### src/rtl/reg_scoreboard_pkg.sv
// Shared scoreboard types; SCOREBOARD_BYPASS_EN relaxes the operand stall to cnt>1.
// Pure definitions, no timing or backpressure of its own.
package reg_scoreboard_pkg;

  localparam logic ENABLE   = 1'b1;
  localparam logic DISABLE  = 1'b0;
  localparam int   REG_W    = 5;
  localparam int   LAT_W    = 3;
  localparam int   NUM_REGS = 1 << REG_W;

  typedef logic [LAT_W-1:0] cnt_t;

  // A countdown of 1 can be served by the forwarding network when bypass is built in.
  function automatic logic cnt_stalls(input cnt_t c);
`ifdef SCOREBOARD_BYPASS_EN
    return (c > cnt_t'(1)) ? ENABLE : DISABLE;
`else
    return (c != '0) ? ENABLE : DISABLE;
`endif
  endfunction

endpackage

### src/rtl/reg_scoreboard_sb_entry.sv
// sb_entry: one register's result countdown, priority flush > load > clear > decrement.
// Latency: state changes at the next clk edge; no backpressure, every request is applied.
module sb_entry
  import reg_scoreboard_pkg::*;
(
  input  logic clk,
  input  logic reset,
  input  logic i_flush,
  input  logic i_load,
  input  cnt_t i_lat,
  input  logic i_clr,
  output cnt_t o_cnt
);

  cnt_t r_cnt;

  always_ff @(posedge clk or posedge reset) begin
    if (reset) begin
      r_cnt <= '0;
    end else if (i_flush) begin
      r_cnt <= '0;
    end else if (i_load) begin
      r_cnt <= i_lat;
    end else if (i_clr) begin
      r_cnt <= '0;
    end else if (r_cnt != '0) begin
      r_cnt <= r_cnt - cnt_t'(1);
    end
  end

  assign o_cnt = r_cnt;

endmodule

### src/rtl/reg_scoreboard.sv
// Register scoreboard: RAW/WAW decode stall; SCOREBOARD_BYPASS_EN lets cnt==1 operands issue.
// Latency: stall/ack are combinational; countdowns update at the next edge. Backpressure via stallD.
module reg_scoreboard
  import reg_scoreboard_pkg::*;
(
  input  logic             clk,
  input  logic             reset,
  input  logic             issue_valid,
  input  logic [REG_W-1:0] issue_rd,
  input  logic [LAT_W-1:0] issue_lat,
  input  logic [REG_W-1:0] issue_rs,
  input  logic [REG_W-1:0] issue_rt,
  input  logic             wb_valid,
  input  logic [REG_W-1:0] wb_rd,
  input  logic             flush,
  output logic             stall_rs,
  output logic             stall_rt,
  output logic             stallD,
  output logic             issue_ack,
  output logic [5:0]       pending_cnt,
  output logic [31:0]      busy_vec
);

  cnt_t w_cnt [NUM_REGS];
  logic w_waw;
  logic w_load_req;

  // r0 is hardwired: never pending, so it can never stall or be busy.
  assign w_cnt[0] = '0;

  assign w_load_req = issue_ack && (issue_lat != '0);

  for (genvar g = 1; g < NUM_REGS; g++) begin : g_entry
    sb_entry u_entry (
      .clk     (clk),
      .reset   (reset),
      .i_flush (flush),
      .i_load  (w_load_req && (issue_rd == REG_W'(g))),
      .i_lat   (issue_lat),
      .i_clr   (wb_valid && (wb_rd == REG_W'(g))),
      .o_cnt   (w_cnt[g])
    );
  end

  assign stall_rs = ((issue_rs != '0) && cnt_stalls(w_cnt[issue_rs])) ? ENABLE : DISABLE;
  assign stall_rt = ((issue_rt != '0) && cnt_stalls(w_cnt[issue_rt])) ? ENABLE : DISABLE;

  // WAW ignores bypass: a second writer must wait for the first to fully retire.
  assign w_waw = (issue_lat != '0) && (issue_rd != '0) && (w_cnt[issue_rd] != '0);

  assign stallD    = (issue_valid && (stall_rs || stall_rt || w_waw)) ? ENABLE : DISABLE;
  assign issue_ack = issue_valid && !stallD && !flush;

  always_comb begin
    busy_vec    = '0;
    pending_cnt = '0;
    for (int i = 1; i < NUM_REGS; i++) begin
      busy_vec[i] = (w_cnt[i] != '0);
      pending_cnt = pending_cnt + 6'(busy_vec[i]);
    end
  end

endmodule

### config.mk
export PLATFORM = sky130hd
export DESIGN_NAME = reg_scoreboard
export DESIGN_NICKNAME = d
export VERILOG_FILES = /design/src/rtl/reg_scoreboard_pkg.sv /design/src/rtl/reg_scoreboard_sb_entry.sv /design/src/rtl/reg_scoreboard.sv
export SDC_FILE = /design/constraint.sdc
export NUM_CORES = 1
export LEC_CHECK = 0
export ABC_AREA = 1
export BUFFER_PORTS_ARGS = -buffer_cell sky130_fd_sc_hd__clkbuf_2
export CELL_PAD_IN_SITES_DETAIL_PLACEMENT = 1
export CELL_PAD_IN_SITES_GLOBAL_PLACEMENT = 2
export CORE_ASPECT_RATIO = 0.8
export CORE_MARGIN = 5
export CORE_UTILIZATION = 36
export CTS_CLUSTER_SIZE = 28
export DETAILED_ROUTE_END_ITERATION = 6
export PLACE_DENSITY = 0.84
export SETUP_SLACK_MARGIN = 0.4
export SLEW_MARGIN = 10
export SYNTH_ARGS = -nofsm -noshare
export SYNTH_HDL_FRONTEND = slang
export SYNTH_SLANG_ARGS = --single-unit
### constraint.sdc
create_clock -name clk -period 7.7 [get_ports clk]
set_input_delay 0 -clock clk [delete_from_list [all_inputs] [get_ports clk]]
set_output_delay 0 -clock clk [all_outputs]
set_load 0.03 [all_outputs]
* Word level (Yosys, flattened, before mapping)
Cells that the tools add are included.
** Operators by class
- Magnitude comparators :: 3
- Reduce and logical (&&, ||, !) cells :: 143
- Bitwise operators :: 3
- Equality and inequality tests :: 62
- Muxes and demuxes :: 138
- Add/subtract/negate cells :: 61
** Operators with widths (number)
- 3-bit 2-to-1 mux :: 130
- 5-bit equality test, second input constant :: 32
- 6-bit by 1-bit adder with 6-bit output :: 25
- 4-bit nonzero test :: 31
- 3-bit nonzero test :: 35
- 3-bit by 1-bit subtractor with 3-bit output, second input constant :: 31
- 5-bit by 4-bit equality test with 1-bit output, second input constant :: 16
- 1-bit logical AND :: 70
- 3-bit binary-select mux with 5-bit select :: 3
- 5-bit by 3-bit equality test with 1-bit output, second input constant :: 8
- 5-bit by 2-bit equality test with 1-bit output, second input constant :: 4
- 6-bit greater-or-equal comparator, second input constant :: 3
- 5-bit inverter with 6-bit output :: 3
- 5-bit nonzero test :: 3
- 5-bit by 1-bit equality test with 1-bit output, second input constant :: 2
- 5-bit by 1-bit adder with 6-bit output :: 1
- 4-bit by 1-bit adder with 5-bit output :: 1
- 1-bit 2-to-1 mux :: 5
- 3-bit by 1-bit adder with 4-bit output :: 1
- 2-bit by 1-bit adder with 3-bit output :: 1
- 1-bit by 1-bit adder with 2-bit output :: 1
- 1-bit logical NOT :: 2
- 1-bit logical OR :: 2
** Storage, ports and cells
- Register bits :: 93
- Output and inout port bits :: 42

* Longest topological paths before layout
- Word-level depth :: 31
- Depth in mapped cells :: 20

* Cells and area by module
A second synthesis with hierarchy kept.
** Second synthesis, totals
- Cell total of the unflattened synthesis :: 1547
- Area total of the unflattened synthesis :: 9894.5 sq um
** By module, submodules not included
- sb_entry :: area an instance 229.0 sq um, cells an instance 32, times used 31
- reg_scoreboard :: area an instance 2796.4 sq um, cells an instance 555, times used 1

* Worst setup path before layout
No wires, ideal clock.
- Path type :: flip-flop to output port
- Start :: reg g_entry[16].u_entry.r_cnt[0]
- End :: out pending_cnt[5]
- Arrival :: 5.339 ns
- Buffers on the path :: 0
- Data required time :: 7.700 ns
- Stages on the path, launching flop included :: 18
- Setup slack :: 2.361 ns
- Cells stage by stage :: dfrtp_1 > inv_1 > ha_1 > ha_1 > inv_1 > fa_1 > fa_1 > inv_1 > fa_1 > fa_1 > fa_1 > fa_1 > fa_1 > inv_1 > nand3_1 > nand2_1 > nand2_1 > a21boi_0
** Between the ends
- Word-level cells in the longest chain between the ends :: 17
** Ends and longest elaborated chain
- from (decl) :: RTL line reg_scoreboard_sb_entry.sv:15 : cnt_t r_cnt;
- from (signal assigned) :: RTL line reg_scoreboard_sb_entry.sv:23 : r_cnt <= i_lat;
- from (signal assigned) :: RTL line reg_scoreboard_sb_entry.sv:27 : r_cnt <= r_cnt - cnt_t'(1);
- 3-bit nonzero test :: RTL line reg_scoreboard.sv:58 : busy_vec[i] = (w_cnt[i] != '0);
- named net busy_vec[16] :: RTL line reg_scoreboard.sv:21 : output logic [31:0] busy_vec
- 6-bit by 1-bit adder with 6-bit output (16 in series) :: RTL line reg_scoreboard.sv:59 : pending_cnt = pending_cnt + 6'(busy_vec[i]);
- to (decl) :: RTL line reg_scoreboard.sv:20 : output logic [5:0] pending_cnt,
The timed path passes the listed nets, and every way through them passes these cells.

* Worst setup path after layout
- Start :: reg g_entry[18].u_entry.r_cnt[0]
- End :: out pending_cnt[4]
** Between the ends
- Word-level cells in the longest chain between the ends :: 15
** Ends and longest elaborated chain (RTL line)
- from (decl) :: reg_scoreboard_sb_entry.sv:15
- from (signal assigned) :: reg_scoreboard_sb_entry.sv:23
- from (signal assigned) :: reg_scoreboard_sb_entry.sv:27
- 3-bit nonzero test :: reg_scoreboard.sv:58
- 6-bit by 1-bit adder with 6-bit output (14 in series) :: reg_scoreboard.sv:59
Every way passes these cells.

==> flow_summary.json <==
{
  "outcome": "finished, final reports clean",
  "cts_root_buffer": "clkbuf_16",
  "syn_avg_cell_area_um2": 5.81,
  "syn_nets": 1931,
  "drt_iter0_markers": 674,
  "worstMarginPinSlew_ps": 865,
  "yosysTopAreaCell": "nand2_1",
  "place.gp.congestion": 0.905,
  "synth-main-ff-cell": "dfrtp_1",
  "hold_path_class": "input pin to asynchronous set/reset pin",
  "setup_viol": 0,
  "detail_route.wl_per_cell_um": 19.2,
  "core_area_um2": 29100,
  "yosysMostFrequentCell": "nand2_1",
  "clkTransAtPathRegs_ps": 80,
  "pin_count": 70,
  "critPathLaunchType": "flop",
  "synth_edf_count": 0,
  "cts-htree-levels": 3,
  "syn_to_final_growth_pct": 9.55,
  "start_util_pct": 36.2,
  "dpl.hpwl_um": 32600,
  "rr_worst_depth": 16,
  "cts.repair.resized": 0,
  "vias_per_cell": 4.94,
  "finalWirelength_um": 43100,
  "tritoncts": "done",
  "cts_buffers": 9,
  "drive_gt1_share_pct": 8.52,
  "yosysWarnings": 0,
  "numPortBuffers": 68,
  "post-route-period-util_pct": 76.0,
  "cpMostUsedCell": "fa_1",
  "cts.path.max_buffers": 2,
  "setup_tns_ps": 0,
  "grt_pass1_vias": 11400,
  "ys_types": 37,
  "max_cap_violations": 0,
  "slew_headroom_pct": 42.0,
  "fin_nets": 1981,
  "detail-route-antenna-nets": 0,
  "r2r_setup_slack_ps": 3840,
  "cp.required_ps": 7700,
  "yosysSeqAreaShare_pct": 22.1,
  "synth_area_leaders": "nand2_1 (28%), dfrtp_1 (22%), inv_1 (12%)",
  "fp.dieH_um": 163,
  "synth_top_area_share_pct": 28.3,
  "die_w_um": 201,
  "vias": 11100,
  "die_area_um2": 32800,
  "n_antenna_cell": 0,
  "firstDrtPassIters": 5,
  "ys_top_cells_by_count": "nand2_1 (792), inv_1 (329), nor2_1 (171)",
  "fillers": 3994,
  "ys_ff_latch": 93,
  "critPathKind": "flop to primary output",
  "ctsHoldBuffers": 1,
  "path_cells": "inv_1 > ha_1 > ha_1 > fa_1 > fa_1 > inv_1 > fa_1 > inv_1 > fa_1 > fa_1 > fa_1 > fa_1 > inv_1 > fa_1 > nand3_1 > nand3_1 > xor2_1 > clkbuf_2",
  "postCtsSetupRepairBufs": 0,
  "async_flop_share_pct": 100,
  "grt_max_degree": 55,
  "drc": 0,
  "finalClockSkew_ps": 11.5,
  "crit_path_end": "pending_cnt[4]",
  "antenna_found_initial": 0,
  "worstSetupStartpoint": "g_entry[18].u_entry.o_cnt[0]$_DFFE_PP0P_",
  "hold_viol": 0,
  "synth_area_um2": 10500,
  "grt_pass1_wl_um": 66500,
  "rsz0062_at_grt": "false",
  "clock-sinks": 93,
  "rows": 56,
  "largest_reg_flops": 93,
  "worst_ep_arrival_time_ps": 5850,
  "cp-end-kind": "primary output",
  "clk_latency_ps": 370,
  "reg2reg_to": "g_entry[11].u_entry.o_cnt[2]$_DFFE_PP0P_",
  "rr_startpoint": "g_entry[21].u_entry.o_cnt[1]$_DFFE_PP0P_",
  "grt_use_total_pct": 26.5,
  "max_stage_delay_ps": 580,
  "grt_overflow": 0,
  "cpMaxStageDelayCell": "fa_1",
  "fmax_mhz": 171,
  "netlist_instances": 1811,
  "maxSlewViolCount": 0,
  "period_needed_ps": 5850,
  "critPathMaxFanout": 4
}
cells in the final DEF, fill, tap and decap left out, types with 2 or more instances in the layout:
cell       instances
clkbuf_2          68
clkinv_2           2
nand3b_1           4
clkinv_1           4
buf_4             10
nand3_1          105
nor2_4            30
inv_2              4
clkbuf_16          9
a31oi_1            2
clkinv_4           2
xor2_1            16
nand2_1          792
ha_1              69
o211ai_1           3
a21oi_1            9
o21ai_1           11
nor2_2            24
dfrtp_1           93
o21ai_0           36
inv_1            327
nor2_1           171
or2_2              4
nor3_1            27
fa_1              23
bufinv_16          2
nand4_1            6
final cells by class:
type | instances | area, µm² | area share, %
multi-input cells | 1342 | 6720 | 58.3
flip-flops and latches | 93 | 2330 | 20.2
inverters | 336 | 1260 | 11.0
well taps | 377 | 472 | 4.09
repair buffers | 79 | 425 | 3.69
clock buffers | 10 | 229 | 1.99
clock inverters | 6 | 87.6 | 0.760
worst min-delay path by stage:
| stage | to | cells after the start |
|---|---|---|
| after global placement | g_entry[25].u_entry.o_cnt[1]$_DFFE_PP0P_ | 2 |
| after floorplan | stallD | 2 |
| after detailed placement | g_entry[25].u_entry.o_cnt[1]$_DFFE_PP0P_ | 2 |
| after CTS | g_entry[25].u_entry.o_cnt[1]$_DFFE_PP0P_ | 3 |
| final | g_entry[25].u_entry.o_cnt[1]$_DFFE_PP0P_ | 3 |
| after global routing | g_entry[25].u_entry.o_cnt[1]$_DFFE_PP0P_ | 3 |
layer usage:
layer	global-route usage (%)	vias up	routed length (µm)
met5	0	-	0
met4	5.60	0	801
met3	4.80	45	2270
met2	44.1	218	19700
met1	36.2	5367	20300
li1	-	5458	-
through the flow:
step	hold WS (ps)	instances	area, µm²	setup WS [ps]	util [%]
2_1_floorplan	172	1811	10500	2360	-
3_3_place_gp	105	2226	11200	2410	38.5
3_5_place_dp	112	2226	11200	2240	38.5
4_1_cts	261	2243	11500	1820	39.6
5_1_grt	312	2243	11500	1640	39.6
6_report	237	2243	11500	1850	39.6
cells by family (layout without fill, tap and decap cells):
| kind of cell | after synthesis | count (layout) | share of synthesized area (%) |
|---|---|---|---|
| adders and majority gates | 92 | 92 | 12.6 |
| and+or+nand+nor | 1167 | 1167 | 46.6 |
| buffers and inverters | 376 | 431 | 14.0 |
| xor gates and xnor gates | 17 | 17 | 1.42 |
| DFF | 93 | 93 | 22.1 |
| other | 1 | 1 | 0.0357 |
| AOI/OAI and AO/OA | 65 | 65 | 3.28 |
worst max-delay path, delay by kind of cell (launching register included):
| kind | cells | cell delay (ps) |
|---|---|---|
| buffers and inverters | 5 | 490 |
| flip-flops | 1 | 390 |
| AND/OR/NAND/NOR | 2 | 180 |
| XOR/XNOR | 1 | 150 |
| adder cells (fa/ha/maj) | 10 | 4270 |
Power is not shown: default switching activity piles up to over one toggle a cycle in this logic, so the estimate is an artifact.
